<file path="src/rtl/data_mem_pkg.sv">
// Shared types and constants for the data memory controller.
// Holds the controller FSM encoding and the read-latency counter sizing.
package data_mem_pkg;

  typedef enum logic [1:0] {
    ST_CLEAR = 2'd0,
    ST_IDLE  = 2'd1,
    ST_BUSY  = 2'd2
  } state_t;

  localparam int RD_LAT_MAX = 8;
  localparam int LAT_CNT_W  = 3;

endpackage

</file>
<file path="src/rtl/data_mem_array.sv">
// Word-addressed storage with one byte-enabled write port and one
// asynchronous read port; contents have no reset.
module data_mem_array #(
  parameter int DATA_W = 16,
  parameter int ADDR_W = 6,
  parameter int DEPTH  = 64
) (
  input  logic                  clk,
  input  logic                  we,
  input  logic [ADDR_W-1:0]     waddr,
  input  logic [DATA_W-1:0]     wdata,
  input  logic [DATA_W/8-1:0]   wbe,
  input  logic [ADDR_W-1:0]     raddr,
  output logic [DATA_W-1:0]     rdata
);

  logic [DATA_W-1:0] mem [DEPTH];

  always_ff @(posedge clk) begin
    if (we) begin
      for (int i = 0; i < DATA_W / 8; i++) begin
        if (wbe[i]) mem[waddr][i*8 +: 8] <= wdata[i*8 +: 8];
      end
    end
  end

  assign rdata = mem[raddr];

endmodule

</file>
<file path="src/rtl/data_mem_ctrl.sv">
// Data memory controller: valid/ready request port, byte-lane writes,
// configurable read latency, clear-after-reset sequencing and range checking.
module data_mem_ctrl
  import data_mem_pkg::*;
#(
  parameter int DATA_W         = 16,
  parameter int ADDR_W         = 6,
  parameter int DEPTH          = 64,
  parameter int RD_LAT         = 1,
  parameter int CLEAR_ON_RESET = 1
) (
  input  logic                  clk,
  input  logic                  rst,
  input  logic                  req_valid,
  output logic                  req_ready,
  input  logic                  req_we,
  input  logic [ADDR_W-1:0]     req_addr,
  input  logic [DATA_W-1:0]     req_wdata,
  input  logic [DATA_W/8-1:0]   req_be,
  output logic                  rsp_valid,
  output logic [DATA_W-1:0]     rsp_rdata,
  output logic                  rsp_err,
  output logic                  init_done
);

  localparam int                    BE_W     = DATA_W / 8;
  localparam logic [ADDR_W-1:0]     LAST_IDX = ADDR_W'(DEPTH - 1);
  localparam logic [ADDR_W:0]       DEPTH_V  = (ADDR_W + 1)'(DEPTH);
  localparam logic [LAT_CNT_W-1:0]  LAT_INIT = LAT_CNT_W'(RD_LAT - 1);
  localparam logic [LAT_CNT_W-1:0]  LAT_LAST = LAT_CNT_W'(1);

  state_t                 state, state_nxt;
  logic [ADDR_W-1:0]      clr_idx;
  logic [LAT_CNT_W-1:0]   lat_cnt;
  logic [ADDR_W-1:0]      rd_addr_q;
  logic                   rd_err_q;
  logic                   in_range;
  logic                   accept;
  logic                   mem_we;
  logic [ADDR_W-1:0]      mem_waddr;
  logic [DATA_W-1:0]      mem_wdata;
  logic [BE_W-1:0]        mem_wbe;
  logic [ADDR_W-1:0]      mem_raddr;
  logic [DATA_W-1:0]      mem_rdata;
  logic [DATA_W-1:0]      merged;

  // Handshake: a request transfers on a rising edge where req_valid && req_ready;
  // the requester must hold req_* stable while req_valid is high and req_ready is low.
  assign accept   = req_valid && req_ready;
  assign in_range = {1'b0, req_addr} < DEPTH_V;

  // During BUSY the captured address drives the read port so a held request cannot disturb it.
  assign mem_raddr = (state == ST_BUSY) ? rd_addr_q : req_addr;

  always_comb begin
    merged = mem_rdata;
    for (int i = 0; i < BE_W; i++) begin
      if (req_be[i]) merged[i*8 +: 8] = req_wdata[i*8 +: 8];
    end
  end

  data_mem_array #(
    .DATA_W (DATA_W),
    .ADDR_W (ADDR_W),
    .DEPTH  (DEPTH)
  ) u_array (
    .clk   (clk),
    .we    (mem_we),
    .waddr (mem_waddr),
    .wdata (mem_wdata),
    .wbe   (mem_wbe),
    .raddr (mem_raddr),
    .rdata (mem_rdata)
  );

  always_ff @(posedge clk) begin
    if (rst) state <= ST_CLEAR;
    else     state <= state_nxt;
  end

  always_comb begin
    state_nxt = state;
    case (state)
      ST_CLEAR: if (CLEAR_ON_RESET == 0 || clr_idx == LAST_IDX) state_nxt = ST_IDLE;
      ST_IDLE:  if (accept && !req_we && RD_LAT > 1) state_nxt = ST_BUSY;
      ST_BUSY:  if (lat_cnt == LAT_LAST) state_nxt = ST_IDLE;
      default:  state_nxt = ST_CLEAR;
    endcase
  end

  // Single write mux: the clear sequencer owns the port in CLEAR, requests in IDLE.
  always_comb begin
    req_ready = 1'b0;
    mem_we    = 1'b0;
    mem_waddr = req_addr;
    mem_wdata = req_wdata;
    mem_wbe   = req_be;
    case (state)
      ST_CLEAR: begin
        if (CLEAR_ON_RESET != 0) begin
          mem_we    = 1'b1;
          mem_waddr = clr_idx;
          mem_wdata = '0;
          mem_wbe   = '1;
        end
      end
      ST_IDLE: begin
        req_ready = 1'b1;
        mem_we    = req_valid && req_we && in_range;
      end
      default: ;
    endcase
  end

  always_ff @(posedge clk) begin
    if (rst) begin
      clr_idx   <= '0;
      lat_cnt   <= '0;
      init_done <= 1'b0;
      rd_addr_q <= '0;
      rd_err_q  <= 1'b0;
    end else begin
      if (state == ST_CLEAR) begin
        clr_idx <= clr_idx + 1'b1;
        if (state_nxt == ST_IDLE) init_done <= 1'b1;
      end
      if (accept && !req_we) begin
        rd_addr_q <= req_addr;
        rd_err_q  <= !in_range;
        lat_cnt   <= LAT_INIT;
      end else if (state == ST_BUSY) begin
        lat_cnt <= lat_cnt - 1'b1;
      end
    end
  end

  // Out-of-range accesses report 0 data; response fields hold between pulses.
  always_ff @(posedge clk) begin
    if (rst) begin
      rsp_valid <= 1'b0;
      rsp_rdata <= '0;
      rsp_err   <= 1'b0;
    end else begin
      rsp_valid <= 1'b0;
      if (accept && (req_we || RD_LAT == 1)) begin
        rsp_valid <= 1'b1;
        rsp_err   <= !in_range;
        rsp_rdata <= !in_range ? '0 : (req_we ? merged : mem_rdata);
      end else if (state == ST_BUSY && lat_cnt == LAT_LAST) begin
        rsp_valid <= 1'b1;
        rsp_err   <= rd_err_q;
        rsp_rdata <= rd_err_q ? '0 : mem_rdata;
      end
    end
  end

endmodule

</file>
<file path="config.mk">
export PLATFORM = sky130hd
export DESIGN_NAME = data_mem_ctrl
export DESIGN_NICKNAME = d
export VERILOG_FILES = /design/src/rtl/data_mem_pkg.sv /design/src/rtl/data_mem_array.sv /design/src/rtl/data_mem_ctrl.sv
export SDC_FILE = /design/constraint.sdc
export NUM_CORES = 1
export LEC_CHECK = 0
export CAP_MARGIN = 10
export CORE_ASPECT_RATIO = 1.75
export CORE_MARGIN = 2
export CORE_UTILIZATION = 60
export DETAILED_ROUTE_END_ITERATION = 10
export HOLD_SLACK_MARGIN = 0.08
export PLACE_DENSITY = 0.82
export REMOVE_ABC_BUFFERS = 1
export SLEW_MARGIN = 10
export SYNTH_ARGS = -nofsm -noshare
export SYNTH_HDL_FRONTEND = slang
export SYNTH_SLANG_ARGS = --single-unit
</file>
<file path="constraint.sdc">
create_clock -name clk -period 3.8 [get_ports clk]
set_input_delay 0.95 -clock clk [delete_from_list [all_inputs] [get_ports clk]]
set_output_delay 0.95 -clock clk [all_outputs]
set_load 0.005 [all_outputs]
</file>
==> summary.txt <==
CTS
  – Clock H-tree levels: 3
  – Number of buffers added for setup after CTS: 0
  – Clock transition time at the flip-flop clock pins of the worst setup and hold paths: 70 ps
  – Clock Sinks: 1059
  – Inserted Clock Buffers: 85
  – Longest Clk Path Bufs: 3
  – Resized Gates After CTS: 0
  – Clock tree from TritonCTS: done
  – CTS root buf: sky130_fd_sc_hd__clkbuf_16
  – Skew-Pair Late Insertion Delay: 650 ps
  – Hold-fix buffer count after cts: 0

Yosys
  – Number of standard cells after synthesis: 2664
  – Warning count from the yosys run: 0
  – Adder-cell share of the synthesized area: 0.0892%
  – Share of the synthesized area in the top cell type: 73.1%
  – Post-synthesis register bit count: 1059
  – Main combinational cell family by area after synthesis: simple AND/OR/NAND/NOR gates
  – Synthesized area: 42100 um2
  – Multiplexer share of the synthesized area: 8.19%
  – Share of the synthesized area in compound gates (AO/OA/AOI/OAI): 5.46%
  – Syn avg cell area: 15.8 um2
  – Seq/Total Area, Yosys: 74.8%
  – XOR/XNOR Fraction of Synth Area: 0.125%
  – Share of async-settable or async-resettable flops after synthesis: 0%
  – Post-synth EDFFs: 1024
  – Cell type with the largest total area after synthesis: sky130_fd_sc_hd__edfxtp_1
  – Ranking of synthesized cells by area: sky130_fd_sc_hd__edfxtp_1 (73%), sky130_fd_sc_hd__mux4_2 (4.9%), sky130_fd_sc_hd__nand2_1 (4.0%)
  – Post-synthesis share of cell area spent on and, or, nand and nor gates: 9.21%
  – Number of distinct library cells after synthesis: 67
  – Main synth FF type: sky130_fd_sc_hd__edfxtp_1

Finish
  – Share of final-layout standard cells stronger than drive strength 1: 18.6%
  – Total number of nets in the final design: 2969
  – Area growth, synth to finish: 14.9%

STA
  – Final period demand of the worst path: 3360 ps
  – Worst Tran Pin Value: 1100 ps
  – Worst slew margin relative to its limit: 26.6%
  – Highest Clock Rate: 0.298 GHz
  – Skew final: 20.5 ps
  – Number of pins with negative max-slew slack in the final report: 0
  – Unrepaired setup endpoints after global routing: false
  – Final hold violation count: 0
  – Final period util: 88.5%
  – Setup violation total in the final timing report: 0
  – Worst hold-check slack: 504 ps

Critical path
  – Most common cell type on the critical path: sky130_fd_sc_hd__buf_4
  – Setup Crit Path Kind: register to register
  – Cell with the largest stage delay on the worst path: sky130_fd_sc_hd__dfxtp_1
  – Data required time of the critical path: 4330 ps
  – Gate family responsible for the most delay along the worst path: compound AO/OA/AOI/OAI gates
  – Arrival @ worst endpoint: 3900 ps
  – Critical Path End Type: register
  – Crit-path max cell delay: 630 ps
  – Cells traversed along the worst timing path: and3b_1 > a21o_4 > buf_4 > mux2i_1 > o221ai_1 > buf_4 > nor4b_1 > buf_4 > a211oi_1 > o31a_1
  – CP Max Fanout: 12
  – Number of buffers and inverters on the critical path: 3
  – Crit start category: register

Placement
  – Placer Congestion: 0.934
  – Port Buffer Count: 46
  – HPWL reported at the end of detailed placement: 70200 um

Hold path
  – Path class of the lowest-slack min-delay path: register to register

Run
  – Max-Cap Viols: 0

Power and ir drop
  – Maximum VDD drop: 0.478 mV
  – Total power density per cell area: 472 nW/um2
  – LEAKAGE: 16.6 nW
  – Sum of internal, switching and leakage power: 22.8 mW

Floorplan
  – Initial cell density of the core: 60.5%
  – Die ar.: 72300 um2
  – Top Ports: 48
  – Core Footprint: 69500 um2
  – Width of the die: 204 um
  – Height of the die: 354 um
  – Number of rows created at floorplan: 128

Drt
  – Number of detailed-route iterations in the first pass: 7
  – Remaining design rule violation count: 0
  – Routed via count divided by cell count: 6.61
  – ANT nets after route: 0
  – Number of vias in the routed layout: 25900
  – Overall routed net length: 109000 um
  – Starting DRT DRC Count: 3160
  – Wirelength per Cell: 27.9 um

Run status
  – Run status: finished clean

Global route
  – Residual overflow from global routing: 0
  – Pin count of the biggest net entering global routing: 65
  – Via count of the first global-routing pass: 26300
  – GRT Overall Usage: 30.3%
  – First-pass GRT wire length: 162000 um
  – Number of antenna violations at the first check in global routing: 0
==> power by group <==
part           switching (mW)  total, mW  internal [mW]
logic                   0.685       1.09          0.410
registers              0.0193       12.7           12.7
clock network            4.00       9.04           5.04
==> sequential cells by signal, indices dropped and copies added (netlist names) <==
name	count
rd_addr_q	6
rsp_rdata	16
init_done	1
u_array.mem	1024
rsp_valid	1
clr_idx	6
lat_cnt	3
state	2
==> synth_stat cells, types with 5 or more instances <==
cell                        instances
sky130_fd_sc_hd__a2111oi_0         11
sky130_fd_sc_hd__a2111oi_1          6
sky130_fd_sc_hd__a211oi_1          10
sky130_fd_sc_hd__a21o_1            12
sky130_fd_sc_hd__a21oi_1           49
sky130_fd_sc_hd__a221oi_1          15
sky130_fd_sc_hd__a22o_1             9
sky130_fd_sc_hd__a22oi_1            7
sky130_fd_sc_hd__a311oi_2          10
sky130_fd_sc_hd__a31oi_1           45
sky130_fd_sc_hd__a32oi_1           23
sky130_fd_sc_hd__and2_1            10
sky130_fd_sc_hd__and3_1            15
sky130_fd_sc_hd__buf_2             34
sky130_fd_sc_hd__buf_4             18
sky130_fd_sc_hd__buf_6             17
sky130_fd_sc_hd__clkbuf_1          71
sky130_fd_sc_hd__dfxtp_1           35
sky130_fd_sc_hd__edfxtp_1        1024
sky130_fd_sc_hd__inv_1              7
sky130_fd_sc_hd__mux2i_1          136
sky130_fd_sc_hd__mux4_2            91
sky130_fd_sc_hd__nand2_1          444
sky130_fd_sc_hd__nand2b_1           5
sky130_fd_sc_hd__nand3_1          111
sky130_fd_sc_hd__nand3b_1           8
sky130_fd_sc_hd__nand4_1           34
sky130_fd_sc_hd__nor2_1           225
sky130_fd_sc_hd__nor2b_1           21
sky130_fd_sc_hd__nor4b_1            6
sky130_fd_sc_hd__o211ai_1          15
sky130_fd_sc_hd__o21ai_0           10
sky130_fd_sc_hd__o221ai_1          17
sky130_fd_sc_hd__o22ai_1           33
sky130_fd_sc_hd__o31a_1             6
sky130_fd_sc_hd__o31ai_1            8
sky130_fd_sc_hd__o41ai_1            9
==> cell type report <==
cell class,instances,area (um2)
Antenna cell,1,2.50
Clock buffer,112,2370
Clock inverter,44,475
Fill cell,4184,21200
Inverter,7,26.3
Multi-Input combinational cell,1449,9920
Sequential cell,1059,31500
Tap cell,910,1140
Timing Repair Buffer,336,2950
==> stage by stage <==
step                TNS [ps]  instance area, um2  util, %  std cells  setup slack (ps)
detailed placement     -79.7               45500     65.4       3761             -26.3
global route               0               48300     69.5       3917               412
CTS                        0               48300     69.5       3917               514
global placement           0               45500     65.4       3761              60.5
floorplan             -63150               41200        -       2515             -4010
finish                     0               48300     69.5       3918               439
==> worst min-delay path: cells and delay by family, from the launching register on <==
kind               cells  cell delay, ps
DFF                    1             310
AOI/OAI and AO/OA      1              60
and+or+nand+nor        1              90
==> path summary, 6_finish.rpt <==
| check | from | endpoint | slack, ps | depth (start not counted) |
|---|---|---|---|---|
| min reg2reg | lat_cnt[1] | lat_cnt[1] | 500 | 2 |
| max | rd_addr_q[2] | rsp_rdata[8] | 440 | 10 |
| max reg2reg | rd_addr_q[2] | rsp_rdata[8] | 440 | 10 |
| min | lat_cnt[1] | lat_cnt[1] | 500 | 2 |
==> kinds of logic (layout without fill, tap and decap cells) <==
logic type / Yosys count / in the layout
other cells: 1 / 2
compound gates: 309 / 309
xor+xnor: 6 / 6
fa+ha+maj: 3 / 3
mux: 230 / 230
buf+inv: 156 / 499
flops: 1059 / 1059
simple gates: 900 / 900
==> layer usage <==
layer / track usage (%) / vias up / wire length, um
li1: - / 10800 / -
met1: 34.2 / 12700 / 34800
met2: 52.3 / 1857 / 56400
met3: 5.20 / 461 / 9610
met4: 21.2 / 0 / 8500
met5: 0 / - / 0
==> cell usage in the layout, fill, tap and decap left out, types with 7 or more instances in the layout <==
cell type                         count
sky130_fd_sc_hd__mux2i_1            135
sky130_fd_sc_hd__and2_1              10
sky130_fd_sc_hd__edfxtp_1          1024
sky130_fd_sc_hd__inv_1                7
sky130_fd_sc_hd__a21oi_1             48
sky130_fd_sc_hd__nand3_1            111
sky130_fd_sc_hd__clkinv_1            13
sky130_fd_sc_hd__o211ai_1            15
sky130_fd_sc_hd__nand4_1             34
sky130_fd_sc_hd__mux4_2              91
sky130_fd_sc_hd__a211oi_1            10
sky130_fd_sc_hd__a311oi_2            10
sky130_fd_sc_hd__clkinv_2            13
sky130_fd_sc_hd__nand3b_1             8
sky130_fd_sc_hd__o22ai_1             33
sky130_fd_sc_hd__o41ai_1              9
sky130_fd_sc_hd__a31oi_1             45
sky130_fd_sc_hd__buf_4              265
sky130_fd_sc_hd__nand2_1            444
sky130_fd_sc_hd__clkbuf_1            17
sky130_fd_sc_hd__buf_12              25
sky130_fd_sc_hd__o21ai_0             10
sky130_fd_sc_hd__nor2b_4             16
sky130_fd_sc_hd__dfxtp_1             35
sky130_fd_sc_hd__a22oi_1              7
sky130_fd_sc_hd__bufinv_16            9
sky130_fd_sc_hd__and3_1              15
sky130_fd_sc_hd__a21o_1               9
sky130_fd_sc_hd__a32oi_1             23
sky130_fd_sc_hd__a2111oi_0           11
sky130_fd_sc_hd__o221ai_1            17
sky130_fd_sc_hd__a22o_1               9
sky130_fd_sc_hd__clkdlybuf4s50_1     45
sky130_fd_sc_hd__a221oi_1            15
sky130_fd_sc_hd__clkbuf_16           89
sky130_fd_sc_hd__nor2_1             224
Note: power is estimated with default switching activity, not from simulation.
